==> src/rtl/fifo_pkg.sv <==
// fifo_pkg: shared types, width helper and parameter checks for the FIFO family
`ifndef FIFO_PKG_SV
`define FIFO_PKG_SV
`define FIFO_CHECK_DEPTH(d) if ((d) < 4 || ((d) & ((d) - 1)) != 0) begin : g_bad_depth $error("FIFO_DEPTH must be a power of two >= 4"); end
package fifo_pkg;
  typedef enum logic {FIFO_STD, FIFO_FWFT} fifo_mode_e;
  function automatic int fifo_cw(input int depth);
    return $clog2(depth) + 1;
  endfunction
endpackage
`endif

==> src/rtl/fifo_mem.sv <==
// fifo_mem: dual-port storage, synchronous write, asynchronous read by index
//   clk, we, waddr, wdata : write port
//   raddr, rdata          : combinational read port
module fifo_mem #(
  parameter int WIDTH = 32,
  parameter int DEPTH = 32
) (
  input  logic                     clk,
  input  logic                     we,
  input  logic [$clog2(DEPTH)-1:0] waddr,
  input  logic [WIDTH-1:0]         wdata,
  input  logic [$clog2(DEPTH)-1:0] raddr,
  output logic [WIDTH-1:0]         rdata
);
  logic [WIDTH-1:0] mem [DEPTH];
  always_ff @(posedge clk)
    if (we) mem[waddr] <= wdata;
  assign rdata = mem[raddr];
endmodule

==> src/rtl/fifo_prog_sync.sv <==
// fifo_prog_sync: single-clock FIFO with programmable thresholds, count, error pulses, optional FWFT
//   clk, rstN                   : clock, async active-low reset
//   wr_en, data_in              : write side
//   rd_en, data_out             : read side
//   af_thresh, ae_thresh        : almost-full / almost-empty thresholds
//   empty, full, almost_full, almost_empty, count : registered status
//   overflow, underflow         : one-cycle error pulses
module fifo_prog_sync
  import fifo_pkg::*;
#(
  parameter int FIFO_WIDTH = 32,
  parameter int FIFO_DEPTH = 32,
  parameter int FWFT       = 0
) (
  input  logic                             clk,
  input  logic                             rstN,
  input  logic                             wr_en,
  input  logic [FIFO_WIDTH-1:0]            data_in,
  input  logic                             rd_en,
  input  logic [fifo_cw(FIFO_DEPTH)-1:0]   af_thresh,
  input  logic [fifo_cw(FIFO_DEPTH)-1:0]   ae_thresh,
  output logic [FIFO_WIDTH-1:0]            data_out,
  output logic                             empty,
  output logic                             full,
  output logic                             almost_full,
  output logic                             almost_empty,
  output logic [fifo_cw(FIFO_DEPTH)-1:0]   count,
  output logic                             overflow,
  output logic                             underflow
);
  localparam int CW = fifo_cw(FIFO_DEPTH);
  localparam int AW = CW - 1;
  localparam fifo_mode_e MODE = (FWFT != 0) ? FIFO_FWFT : FIFO_STD;
  `FIFO_CHECK_DEPTH(FIFO_DEPTH)
  logic [CW-1:0] wr_ptr, rd_ptr, wr_ptr_nxt, rd_ptr_nxt, count_nxt;
  logic [FIFO_WIDTH-1:0] head, dout_q;
  logic wr_acc, rd_acc, af_q, rst_pend;
  always_comb begin
    wr_acc = wr_en && (!full || rd_en);
    rd_acc = rd_en && !empty;
    wr_ptr_nxt = wr_ptr + CW'(wr_acc);
    rd_ptr_nxt = rd_ptr + CW'(rd_acc);
    count_nxt = wr_ptr_nxt - rd_ptr_nxt;
  end
  fifo_mem #(.WIDTH(FIFO_WIDTH), .DEPTH(FIFO_DEPTH)) u_mem (
    .clk  (clk),
    .we   (wr_acc),
    .waddr(wr_ptr[AW-1:0]),
    .wdata(data_in),
    .raddr(rd_ptr[AW-1:0]),
    .rdata(head)
  );
  always_ff @(posedge clk or negedge rstN)
    if (!rstN) begin
      wr_ptr <= '0;
      rd_ptr <= '0;
      empty <= 1'b1;
      full <= 1'b0;
      af_q <= 1'b0;
      almost_empty <= 1'b1;
      overflow <= 1'b0;
      underflow <= 1'b0;
      dout_q <= '0;
      rst_pend <= 1'b1;
    end else begin
      wr_ptr <= wr_ptr_nxt;
      rd_ptr <= rd_ptr_nxt;
      empty <= count_nxt == '0;
      full <= count_nxt == CW'(FIFO_DEPTH);
      af_q <= count_nxt >= af_thresh;
      almost_empty <= count_nxt <= ae_thresh;
      overflow <= wr_en && full && !rd_en;
      underflow <= rd_en && empty;
      dout_q <= rd_acc ? head : dout_q;
      rst_pend <= 1'b0;
    end
  // Pointers span twice the depth, so their difference is the exact occupancy.
  assign count = wr_ptr - rd_ptr;
  // Until the first edge after reset, almost_full reflects a zero threshold live
  // against the empty state, avoiding a reset value that depends on an input.
  assign almost_full = rst_pend ? (af_thresh == '0) : af_q;
  // The popped head is what dout_q captures, so FWFT falls back to it when empty.
  assign data_out = (MODE == FIFO_FWFT && !empty) ? head : dout_q;
endmodule

==> config.mk <==
export PLATFORM = sky130hd
export DESIGN_NAME = fifo_prog_sync
export DESIGN_NICKNAME = d
export VERILOG_FILES = /design/src/rtl/fifo_pkg.sv /design/src/rtl/fifo_mem.sv /design/src/rtl/fifo_prog_sync.sv
export SDC_FILE = /design/constraint.sdc
export NUM_CORES = 1
export LEC_CHECK = 0
export CAP_MARGIN = 20
export CORE_AREA = 5 5 310 312
export CTS_BUF_LIST = sky130_fd_sc_hd__clkbuf_4 sky130_fd_sc_hd__clkbuf_8
export DETAILED_ROUTE_END_ITERATION = 12
export DIE_AREA = 0 0 315 317
export SYNTH_ARGS = -nofsm -noshare
export SYNTH_HDL_FRONTEND = slang
export SYNTH_SLANG_ARGS = --single-unit
==> constraint.sdc <==
create_clock -name clk -period 3.6 [get_ports clk]
set_input_delay 0.54 -clock clk [delete_from_list [all_inputs] [get_ports clk]]
set_output_delay 0.54 -clock clk [all_outputs]
set_load 0.01 [all_outputs]
==> flow_summary.toml <==
[finish]
area_growth_pct = 16.4
seqCellArea_sq_um = 32000
final_common_cell = "edfxtp_1"
multi_input_area_sq_um = 9110
finish.utilization_pct = 52.1
drive_above_1_share_pct = 31.2
nNetsFinal = 2198
final_cell_mix = "1024 x edfxtp_1, 273 x mux4_2, 183 x clkbuf_8, 101 x nand2_1, 88 x clkdlybuf4s50_1"
nFillCells = 7281
postLayoutCellArea_sq_um = 48300

[placement]
place_area_sq_um = 44500
dp_slack_ps = -284
dp_hpwl_microns = 52500
globalplace.congestion = 0.759
port_buffers = 91

[sta]
rsz0062_at_grt = "false"
fmaxAchievable_mhz = 293
slew_violations = 0
layout_setup_ws_ps = 188
hold_viol = 0
finalSetupViolCount = 0
fin_crit_sh_pct = 94.8
worst_slew_pin_slew_ps = 1040
slew-limit-headroom_pct = 30.2
period_minus_slack_ps = 3410
skew_ps = 40.2

[worst_setup_path]
critPathRequiredTime_ps = 3060
crit_fanout = 7
critical_path_class = "flip-flop to output pin"
start_kind = "flip-flop"
crit_cells = 9
cp.arrival_ps = 2870
crit_buf_inv = 2
cpLargestDelayFamily = "flip-flops"
slowest_stage = "dfrtp_4"
cp_cell_sequence = "inv_1, ha_1, nor2b_1, o21ai_0, nand2b_1, a21o_1, a21oi_1, xnor2_1, clkdlybuf4s15_1"
r2r_cells = 15
worst_path_largest_cell_delay_ps = 540
end_kind = "output pin"

[detailed_routing]
num_vias = 19900
dr.first_iter.drc_count = 1857
finalWirelength_microns = 98600
wl_per_cell_microns = 28.0
firstDrtPassIters = 5
postRouteAntennaNets = 0
via_per_inst = 5.64
drc = 0

[global_routing]
antenna_found_initial = 5
groute.usage.overall_pct = 20.0
grt_max_degree = 100
grt_pass1_vias = 21100
grt_overflow_total = 0
grt_pass1_wl_microns = 144000

[die]
start_util_pct = 44.8
core_sq_um = 92800
die_x_microns = 315
rows = 112
dieArea_sq_um = 99900
die_y_microns = 317
ioPinCount = 92

[hold_path]
hold_path_depth = 3
hp-class = "primary input to flip-flop"

[clock_network]
clock_latency_ps = 840
htree_levels = 4
cts_buffers = 171
clk_pin_slew_ps = 60
cts_tree = "yes"
clock_sinks = 1075
max-clock-path-buffers = 3
cts-root-buf = "clkbuf_8"
postCtsSetupBuffers = 0

[power_and_ir_drop]
p_leak_nw = 15.7
p_total_mw = 37.8
p_per_area_nw_per_um2 = 782
ir_worst_vdd_uv = 629

[synthesis]
ys_types = 43
ys_seq_area_share_pct = 77.2
async_reset_ff_share_pct = 4.74
syn-cell-area_sq_um = 41500
yosys_most_used_dff = "edfxtp_1"
netlist_instances = 1853
synth_seq_cells = 1075
syn_avg_cell_area_sq_um = 22.4
synth_edf_count = 1024
synth_nets = 1928
synth_warnings = 0

[run]
cap_violations = 0

[run_status]
status = "completed"
==> synth_stat cells, drive strengths merged (2+ instances only) <==
library cell     n  area share, %
o21a             5          0.090
edfxtp        1024             74
nand3            9           0.11
clkbuf          45           0.41
dfrtp           48            2.9
xor2             5           0.11
buf             50           0.86
dfstp            3           0.19
xnor2           10           0.21
fa               2          0.096
nor2            39           0.35
nand2          101           0.91
o21ai           68           0.82
mux2i           32           0.77
nand2b           5          0.075
a21oi            6          0.072
mux4           288             16
and2             2          0.030
a32oi           32           0.68
or3b             2          0.042
inv             29           0.26
nand3b           3          0.054
ha              25           0.75
nor2b            5          0.075
a21o             4          0.072
==> path summary, 6_finish.rpt <==
check                            startpoint           end  slack (ps)
worst max-delay path              rd_ptr[1]      count[5]         190
worst min-delay path                  wr_en      overflow         260
worst max register to register        empty  almost_empty         320
worst min register to register  data_out[7]   data_out[7]         490
max in group asynchronous              rstN     rd_ptr[0]        2470
min in group asynchronous              rstN   data_out[1]         410
==> cell families (layout without fill, tap and decap cells) <==
| family | after synthesis | count (layout) | share of synthesized area (%) |
|---|---|---|---|
| compound gates | 118 | 118 | 1.79 |
| mux | 320 | 320 | 16.5 |
| fa+ha+maj | 28 | 28 | 0.874 |
| simple gates | 171 | 171 | 1.74 |
| flops | 1075 | 1075 | 77.2 |
| other cells | 1 | 2 | 0.00903 |
| buf+inv | 124 | 540 | 1.53 |
| xor+xnor | 16 | 16 | 0.371 |
==> power breakdown <==
part	switching, mW	total, mW	internal [mW]
clock network	4.79	10.5	5.74
registers	0.504	15.3	14.8
logic	6.34	11.9	5.58
==> registers in the layout, summed over array words and instances, names as in the netlist <==
register and flops:
almost_empty 1, af_q 1, underflow 1, data_out 32, rst_pend 1, u_mem.mem 1024
wr_ptr 6, empty 1, rd_ptr 6, overflow 1, full 1
==> worst register-to-register path: cells and delay by family (launching register included) <==
family,cells,cell delay (ps)
xor gates and xnor gates,1,190
DFF,1,530
adders and majority gates,4,1070
AOI/OAI and AO/OA,7,1180
and+or+nand+nor,1,120
buffers and inverters,2,110
==> metal layers <==
metal	wire length [microns]	vias to the layer above	track usage [%]	share of wire, %
met3	5790	175	4.06	5.9
met5	53	-	0	0.054
li1	-	8329	-	-
met1	42000	10700	27.9	43
met2	48600	666	32.5	49
met4	2210	8	5.69	2.2
==> cell type report <==
| type | instances | area share [%] |
|---|---|---|
| Sequential cell | 1075 | 66.3 |
| Multi-Input combinational cell | 654 | 18.8 |
| Clock buffer | 263 | 6.45 |
| Timing Repair Buffer | 192 | 4.05 |
| Tap cell | 1254 | 3.25 |
| Clock inverter | 56 | 0.878 |
| Inverter | 29 | 0.228 |
| Antenna cell | 1 | 0.00518 |
==> metrics by stage <==
step / hold slack (ps) / TNS (ps) / instances
after global placement: 470 / -367 / 3192
final: 256 / 0 / 3524
after global routing: 224 / 0 / 3524
after floorplan: 244 / 0 / 1853
after CTS: 186 / 0 / 3512
after detailed placement: 479 / -570 / 3192
==> what timing repair did <==
action	CTS	global route
endpoints found under the setup margin	2	1
endpoints found under the hold margin	48	0
hold buffers	1	0
resized for setup	2	1
Note: power is estimated with default switching activity, not from simulation.
